===== src/rtl/inst_mem_dumper_if.sv =====
// Bundles the instruction-memory read port and the outgoing byte stream
// of inst_mem_dumper. master = dumper side, slave = memory / TX sink side.
interface inst_mem_dumper_if;
    logic        inst_mem_rd_en;
    logic [31:0] inst_mem_rd_addr;
    logic [31:0] inst_mem_rd_data;
    logic [7:0]  tx_data;
    logic        tx_valid;
    logic        tx_ready;

    modport master (
        output inst_mem_rd_en,
        output inst_mem_rd_addr,
        input  inst_mem_rd_data,
        output tx_data,
        output tx_valid,
        input  tx_ready
    );

    modport slave (
        input  inst_mem_rd_en,
        input  inst_mem_rd_addr,
        output inst_mem_rd_data,
        input  tx_data,
        input  tx_valid,
        output tx_ready
    );
endinterface


===== src/rtl/inst_mem_dumper.sv =====
// inst_mem_dumper: reads a range of instruction-memory words and streams
// each word out as 4 bytes, MSB first, over a valid/ready byte interface.
// Optional feature macro: DUMP_CHECKSUM_EN appends one XOR checksum byte
// covering every byte of the dump before completion.
module inst_mem_dumper #(
    parameter int MEM_DEPTH_WORDS = 256,
    parameter int CNT_W           = 9
) (
    input  logic                 clk,
    input  logic                 reset,
    input  logic                 start,
    input  logic [31:0]          start_addr,
    input  logic [CNT_W-1:0]     word_count,
    output logic                 busy,
    output logic                 done,
    inst_mem_dumper_if.master    bus
);

`ifdef DUMP_CHECKSUM_EN
    typedef enum logic [2:0] {IDLE, READ, CAPTURE, SEND, NEXT, CKSUM, FINISH} state_t;
    // After the last word the checksum byte goes out before completion.
    localparam state_t LAST_ST = CKSUM;
`else
    typedef enum logic [2:0] {IDLE, READ, CAPTURE, SEND, NEXT, FINISH} state_t;
    localparam state_t LAST_ST = FINISH;
`endif

    localparam logic [CNT_W-1:0] DEPTH_CNT = CNT_W'(MEM_DEPTH_WORDS);
    localparam logic [31:0]      MEM_BYTES = 32'(4 * MEM_DEPTH_WORDS);

    state_t           state_q, state_d;
    logic [31:0]      addr_q, addr_d;
    logic [CNT_W-1:0] cnt_q, cnt_d;
    logic [31:0]      word_q, word_d;
    logic [1:0]       byte_idx_q, byte_idx_d;
    logic [31:0]      rd_addr_q, rd_addr_d;
`ifdef DUMP_CHECKSUM_EN
    logic [7:0]       cksum_q, cksum_d;
`endif

    logic             rd_en;
    logic [31:0]      rd_addr;
    logic [7:0]       tx_data;
    logic             tx_valid;
    logic [CNT_W-1:0] cnt_clamped;
    logic [7:0]       word_bytes [4];

    // Byte lanes of the captured word, lane 0 being the most significant.
    for (genvar gi = 0; gi < 4; gi++) begin : g_byte
        assign word_bytes[gi] = word_q[31-8*gi -: 8];
    end

    assign cnt_clamped = (word_count > DEPTH_CNT) ? DEPTH_CNT : word_count;

    // State register and datapath registers; reset abandons any dump in flight.
    always_ff @(posedge clk) begin
        if (reset) begin
            state_q    <= IDLE;
            addr_q     <= '0;
            cnt_q      <= '0;
            word_q     <= '0;
            byte_idx_q <= '0;
            rd_addr_q  <= '0;
`ifdef DUMP_CHECKSUM_EN
            cksum_q    <= '0;
`endif
        end else begin
            state_q    <= state_d;
            addr_q     <= addr_d;
            cnt_q      <= cnt_d;
            word_q     <= word_d;
            byte_idx_q <= byte_idx_d;
            rd_addr_q  <= rd_addr_d;
`ifdef DUMP_CHECKSUM_EN
            cksum_q    <= cksum_d;
`endif
        end
    end

    // Next-state and output decode.
    always_comb begin
        state_d    = state_q;
        addr_d     = addr_q;
        cnt_d      = cnt_q;
        word_d     = word_q;
        byte_idx_d = byte_idx_q;
        rd_addr_d  = rd_addr_q;
`ifdef DUMP_CHECKSUM_EN
        cksum_d    = cksum_q;
`endif
        rd_en      = 1'b0;
        rd_addr    = rd_addr_q;   // read address holds between reads
        tx_data    = 8'h00;
        tx_valid   = 1'b0;
        done       = 1'b0;

        unique case (state_q)
            IDLE: begin
                if (start) begin
                    addr_d = {start_addr[31:2], 2'b00};
                    cnt_d  = cnt_clamped;
`ifdef DUMP_CHECKSUM_EN
                    cksum_d = 8'h00;
`endif
                    state_d = (cnt_clamped == '0) ? LAST_ST : READ;
                end
            end
            READ: begin
                rd_en     = 1'b1;
                rd_addr   = addr_q;
                rd_addr_d = addr_q;
                state_d   = CAPTURE;
            end
            CAPTURE: begin
                // Memory data is valid the cycle after the strobe.
                word_d     = bus.inst_mem_rd_data;
                byte_idx_d = 2'd0;
                state_d    = SEND;
            end
            SEND: begin
                tx_valid = 1'b1;
                tx_data  = word_bytes[byte_idx_q];
                if (bus.tx_ready) begin
`ifdef DUMP_CHECKSUM_EN
                    cksum_d = cksum_q ^ word_bytes[byte_idx_q];
`endif
                    if (byte_idx_q == 2'd3) begin
                        state_d = NEXT;
                    end else begin
                        byte_idx_d = byte_idx_q + 2'd1;
                    end
                end
            end
            NEXT: begin
                addr_d  = (addr_q + 32'd4) % MEM_BYTES;
                cnt_d   = cnt_q - CNT_W'(1);
                state_d = (cnt_q == CNT_W'(1)) ? LAST_ST : READ;
            end
`ifdef DUMP_CHECKSUM_EN
            CKSUM: begin
                tx_valid = 1'b1;
                tx_data  = cksum_q;
                if (bus.tx_ready) begin
                    state_d = FINISH;
                end
            end
`endif
            FINISH: begin
                done    = 1'b1;
                state_d = IDLE;
            end
            default: begin
                state_d = IDLE;
            end
        endcase
    end

    assign busy                 = (state_q != IDLE);
    assign bus.inst_mem_rd_en   = rd_en;
    assign bus.inst_mem_rd_addr = rd_addr;
    assign bus.tx_data          = tx_data;
    assign bus.tx_valid         = tx_valid;

endmodule


===== src/flat_wrapper.sv =====
// flat-port wrapper written by rule: the top's interface ports become plain ports
module inst_mem_dumper_flat 
#(
    parameter int MEM_DEPTH_WORDS = 256,
    parameter int CNT_W           = 9
)
  (clk, reset, start, start_addr, word_count, busy, done, bus_inst_mem_rd_en, bus_inst_mem_rd_addr, bus_inst_mem_rd_data, bus_tx_data, bus_tx_valid, bus_tx_ready);
  inst_mem_dumper_if bus_i ();
  input  logic clk;
  input  logic reset;
  input  logic start;
  input  logic [31:0] start_addr;
  input  logic [CNT_W-1:0] word_count;
  output logic busy;
  output logic done;
  output wire logic [$bits(bus_i.inst_mem_rd_en)-1:0] bus_inst_mem_rd_en;
  output wire logic [$bits(bus_i.inst_mem_rd_addr)-1:0] bus_inst_mem_rd_addr;
  input wire logic [$bits(bus_i.inst_mem_rd_data)-1:0] bus_inst_mem_rd_data;
  output wire logic [$bits(bus_i.tx_data)-1:0] bus_tx_data;
  output wire logic [$bits(bus_i.tx_valid)-1:0] bus_tx_valid;
  input wire logic [$bits(bus_i.tx_ready)-1:0] bus_tx_ready;
  assign bus_inst_mem_rd_en = bus_i.inst_mem_rd_en;
  assign bus_inst_mem_rd_addr = bus_i.inst_mem_rd_addr;
  assign bus_i.inst_mem_rd_data = bus_inst_mem_rd_data;
  assign bus_tx_data = bus_i.tx_data;
  assign bus_tx_valid = bus_i.tx_valid;
  assign bus_i.tx_ready = bus_tx_ready;
  inst_mem_dumper #(.MEM_DEPTH_WORDS(MEM_DEPTH_WORDS), .CNT_W(CNT_W)) u_core (.clk(clk), .reset(reset), .start(start), .start_addr(start_addr), .word_count(word_count), .busy(busy), .done(done), .bus(bus_i));
endmodule

===== config.mk =====
export PLATFORM = sky130hd
export DESIGN_NAME = inst_mem_dumper_flat
export DESIGN_NICKNAME = d
export VERILOG_FILES = /design/src/rtl/inst_mem_dumper_if.sv /design/src/rtl/inst_mem_dumper.sv /design/src/flat_wrapper.sv
export SDC_FILE = /design/constraint.sdc
export NUM_CORES = 1
export LEC_CHECK = 0
export BUFFER_PORTS_ARGS = -buffer_cell sky130_fd_sc_hd__clkbuf_2
export CAP_MARGIN = 20
export CORE_MARGIN = 4
export CORE_UTILIZATION = 40
export CTS_CLUSTER_SIZE = 8
export DETAILED_ROUTE_END_ITERATION = 10
export GPL_TIMING_DRIVEN = 0
export PLACE_DENSITY_LB_ADDON = 0.08
export SLEW_MARGIN = 20
export SYNTH_ARGS = -nofsm -noshare
export SYNTH_HDL_FRONTEND = slang
export SYNTH_SLANG_ARGS = --single-unit

===== constraint.sdc =====
create_clock -name clk -period 2.85 [get_ports clk]
set_input_delay 0.285 -clock clk [delete_from_list [all_inputs] [get_ports clk]]
set_output_delay 0.285 -clock clk [all_outputs]
set_load 0.02 [all_outputs]

==> impl_metrics.sql <==
INSERT INTO impl_metrics (metric_group, metric, value, unit) VALUES
('power_and_ir_drop', 'ir_worst_vdd', '0.000429', 'V'),
('timing', 'timing_hold_violations_final', '0', ''),
('timing', 'grt_setup_unrepaired', 'false', ''),
('grt', 'grt_start_max_net_pins', '18', ''),
('logic_synthesis', 'synth_area', '4610', 'µm²'),
('power_and_ir_drop', 'power.static_leakage', '2.35', 'nW'),
('detailed_routing', 'wl_per_cell', '15.8', 'µm'),
('detailed_routing', 'detailedRoute.firstIterationViolations', '162', ''),
('critical_path', 'startpoint_type', 'register', ''),
('finish', 'final_std_cells_w_o_fill', '770', ''),
('die', 'die_height', '115', 'µm'),
('power_and_ir_drop', 'p_total', '3.49', 'mW'),
('timing', 'worst-slew-pin-transition', '0.640', 'ns'),
('finish', 'post_route_cells_drive_above_1_share', '30.8', '%'),
('finish', 'final_design_area_no_fill', '5690', 'µm²'),
('timing', 'timing.final.setup_violations', '0', ''),
('placement', 'io_buffer_count', '117', ''),
('timing', 'timing.setup.tns', '0', 'ns'),
('run_status', 'outcome', 'finished clean', ''),
('detailed_routing', 'drt-vias-per-instance', '5.14', ''),
('placement', 'place.detailed.hpwl', '8.82', 'mm'),
('cts', 'clk-insertion-delay-late', '0.36', 'ns'),
('timing', 'slew_viol_final', '0', ''),
('timing', 'timing.max_slew.rel_slack', '57.3', '%'),
('grt', 'via_count_of_the_first_global_routing_pass', '4022', ''),
('critical_path', 'cp_slowest_cell', 'nor3b_2', ''),
('die', 'floorplan.initialDensity', '41.6', '%'),
('detailed_routing', 'vias', '3957', ''),
('logic_synthesis', 'synth.yosys.seq_area_share', '46.9', '%'),
('critical_path', 'number_of_buffers_and_inverters_on_the_critical_path', '3', ''),
('logic_synthesis', 'synth-async-reset-ratio', '0', '%'),
('grt', 'remaining_overflow_grt', '0', ''),
('critical_path', 'cp_data_required_time', '2.57', 'ns'),
('logic_synthesis', 'avgSynthCellArea', '9.27', 'µm²'),
('logic_synthesis', 'synth.lib_cells_used.distinct', '46', ''),
('grt', 'grt_pass1_wl', '19.4', 'mm'),
('logic_synthesis', 'post_synthesis_instance_total', '497', ''),
('logic_synthesis', 'synth_enable_flop_cells', '0', ''),
('finish', 'number_of_nets_in_the_final_layout', '706', ''),
('cts', 'cts_resized', '0', ''),
('die', 'number_of_placed_i_o_pins', '121', ''),
('cts', 'cts_tree', 'done', ''),
('logic_synthesis', 'yosys_warnings', '0', ''),
('die', 'die_x', '115', 'µm'),
('timing', 'final.period_utilization', '86.6', '%'),
('cts', 'cts-root-to-sink-buffers', '2', ''),
('critical_path', 'critical_path_arrival', '2.18', 'ns'),
('critical_path', 'crit_fanout', '10', ''),
('placement', 'numPlacedInstances', '754', ''),
('cts', 'clock_slew_seen_by_the_registers_of_the_worst_setup_and_hold_paths', '0.07', 'ns'),
('power_and_ir_drop', 'power.density', '613', 'nW/µm²'),
('finish', 'area_growth_syn_to_layout', '23.6', '%'),
('critical_path', 'crit_path_cell_trace', 'buf_2 > nor3b_2 > buf_4 > mux2_2 > clkbuf_2', ''),
('timing', 'timing.fmax', '405', 'MHz'),
('grt', 'grt_usage', '18.7', '%'),
('logic_synthesis', 'synth-seq-cells', '108', ''),
('min_path', 'hold_path.class', 'in -> reg', ''),
('grt', 'antenna_found_initial', '0', ''),
('cts', 'cts.hold.buffers_added', '0', ''),
('die', 'std_cell_rows', '38', ''),
('critical_path', 'critPathMaxStageDelay', '0.50', 'ns'),
('timing', 'final.setup_skew', '0.0111', 'ns'),
('critical_path', 'gate_family_responsible_for_the_most_delay_along_the_worst_path', 'buffers and inverters', ''),
('cts', 'post-cts-setup-buffers', '0', ''),
('cts', 'ctsRootBufferMaster', 'clkbuf_16', ''),
('detailed_routing', 'route.detailed.drc', '0', ''),
('die', 'die_area', '13300', 'µm²'),
('cts', 'numClockSinks', '108', ''),
('die', 'core', '11100', 'µm²'),
('detailed_routing', 'route.antenna.remaining_nets', '0', ''),
('placement', 'placedInstanceArea', '5370', 'µm²'),
('finish', 'fin_util', '51.4', '%'),
('cts', 'h_tree_levels', '3', ''),
('detailed_routing', 'total_wirelength_of_the_detailed_routed_design', '12.1', 'mm'),
('critical_path', 'crit_end_category', 'output pin', ''),
('flow_run', 'max_cap_viol_count', '0', ''),
('finish', 'antennaDiodeCount', '0', ''),
('logic_synthesis', 'ys_dominant_reg_cell', 'dfxtp_1', ''),
('timing', 'fin_crit', '2.47', 'ns'),
('critical_path', 'timing_worst_setup_path_type', 'reg -> out', ''),
('cts', 'cts_buffers', '9', ''),
('detailed_routing', 'detailed_routing_iteration_count_for_the_pre_antenna_repair_pass', '4', ''),
('logic_synthesis', 'synthesis.nets', '578', ''),
('placement', 'gp_routability_congestion', '0.823', '');
-- layout make-up --
class	instances	area (µm²)
Inverter	4	15.0
Fill cell	1096	5390
Buffer	38	169
Timing Repair Buffer	117	586
Multi-Input combinational cell	347	2260
Tap cell	140	175
Clock inverter	5	82.6
Clock buffer	11	243
Sequential cell	108	2160
-- flip-flops by register name, indices dropped and copies added, names as in the netlist --
name,cells
u_core.addr_q,30
u_core.byte_idx_q,2
u_core.cnt_q,9
u_core.rd_addr_q,32
u_core.state_q,3
u_core.word_bytes,32
-- worst reg2reg max path: stages, from the launching register on --
cell and delay, ns:
dfxtp_1 0.30, buf_2 0.19, nor3b_2 0.50, buf_4 0.30, mux2_2 0.37, nor2b_1 0.13
-- layout by cell type (no fill, tap or decap), types with 2 or more instances in the layout --
cell type / synthesis / final
nand3_1: 7 / 7
a32oi_1: 3 / 3
dfxtp_1: 108 / 108
nor3_1: 3 / 3
mux4_2: 8 / 8
nand4_1: 4 / 4
nand2_1: 79 / 79
and3_1: 2 / 2
clkbuf_16: 0 / 9
o21ai_0: 3 / 3
a221oi_1: 2 / 2
or3_1: 3 / 3
o211ai_1: 3 / 3
clkbuf_2: 0 / 117
clkbuf_1: 27 / 28
a21oi_1: 48 / 48
a311oi_1: 2 / 2
nand2b_1: 2 / 2
buf_2: 6 / 6
nor2b_1: 42 / 42
nor4_1: 3 / 3
ha_1: 4 / 4
a22oi_1: 27 / 27
buf_4: 5 / 5
mux2_2: 33 / 33
inv_1: 4 / 4
or2_2: 3 / 3
nor2_1: 43 / 43
a31oi_1: 4 / 4
bufinv_16: 0 / 2
-- report_power, final --
group,internal [mW],switching [mW],leakage (nW)
Combinational,0.201,0.283,1.31
Sequential,1.59,0.0451,0.879
Clock,0.798,0.573,0.160
Total,2.59,0.901,2.35
-- cell families after synthesis --
group,synth area share [%]
XOR/XNOR,0.190
buffers and inverters,3.99
adder cells (fa/ha/maj),1.09
multiplexers,12.0
AO/OA/AOI/OAI,13.6
AND/OR/NAND/NOR,22.2
flip-flops,46.9
-- worst paths after layout --
check / end / start / cells after the start / slack (ns)
max: bus_inst_mem_rd_addr[9] / u_core.state_q[1] / 5 / 0.38
min: u_core.word_bytes[2] / bus_inst_mem_rd_data[2] / 3 / 0.15
max reg2reg: u_core.rd_addr_q[12] / u_core.state_q[1] / 5 / 0.93
min reg2reg: u_core.word_bytes[15] / u_core.word_bytes[15] / 2 / 0.45
-- layer usage --
metal	track usage (%)	share of wire, %	routed length (µm)
met5	0	0	0
met4	5.40	0.75	91
met3	8.32	8.6	1050
met2	30.7	48	5770
met1	22.2	43	5220
-- per-stage QoR --
| step | hold slack, ns | setup slack [ns] |
|---|---|---|
| 3_5_place_dp | 0.447 | 0.740 |
| 6_report | 0.152 | 0.382 |
| 4_1_cts | 0.138 | 0.358 |
| 5_1_grt | 0.141 | 0.276 |
| 3_3_place_gp | 0.442 | 0.689 |
| 2_1_floorplan | 0.421 | 1.10 |
-- synthesized netlist by cell type, types with 4 or more instances --
cell type	number	area [µm²]
nor2_1	43	161
buf_4	5	37.5
nor2b_1	42	263
a21oi_1	48	240
buf_2	6	30.0
nand3_1	7	35.0
ha_1	4	50.1
a22oi_1	27	203
a31oi_1	4	25.0
nand4_1	4	25.0
mux2_2	33	372
inv_1	4	15.0
dfxtp_1	108	2160
clkbuf_1	27	101
mux4_2	8	180
nand2_1	79	297
No activity file was read; power rests on OpenSTA's default activity.
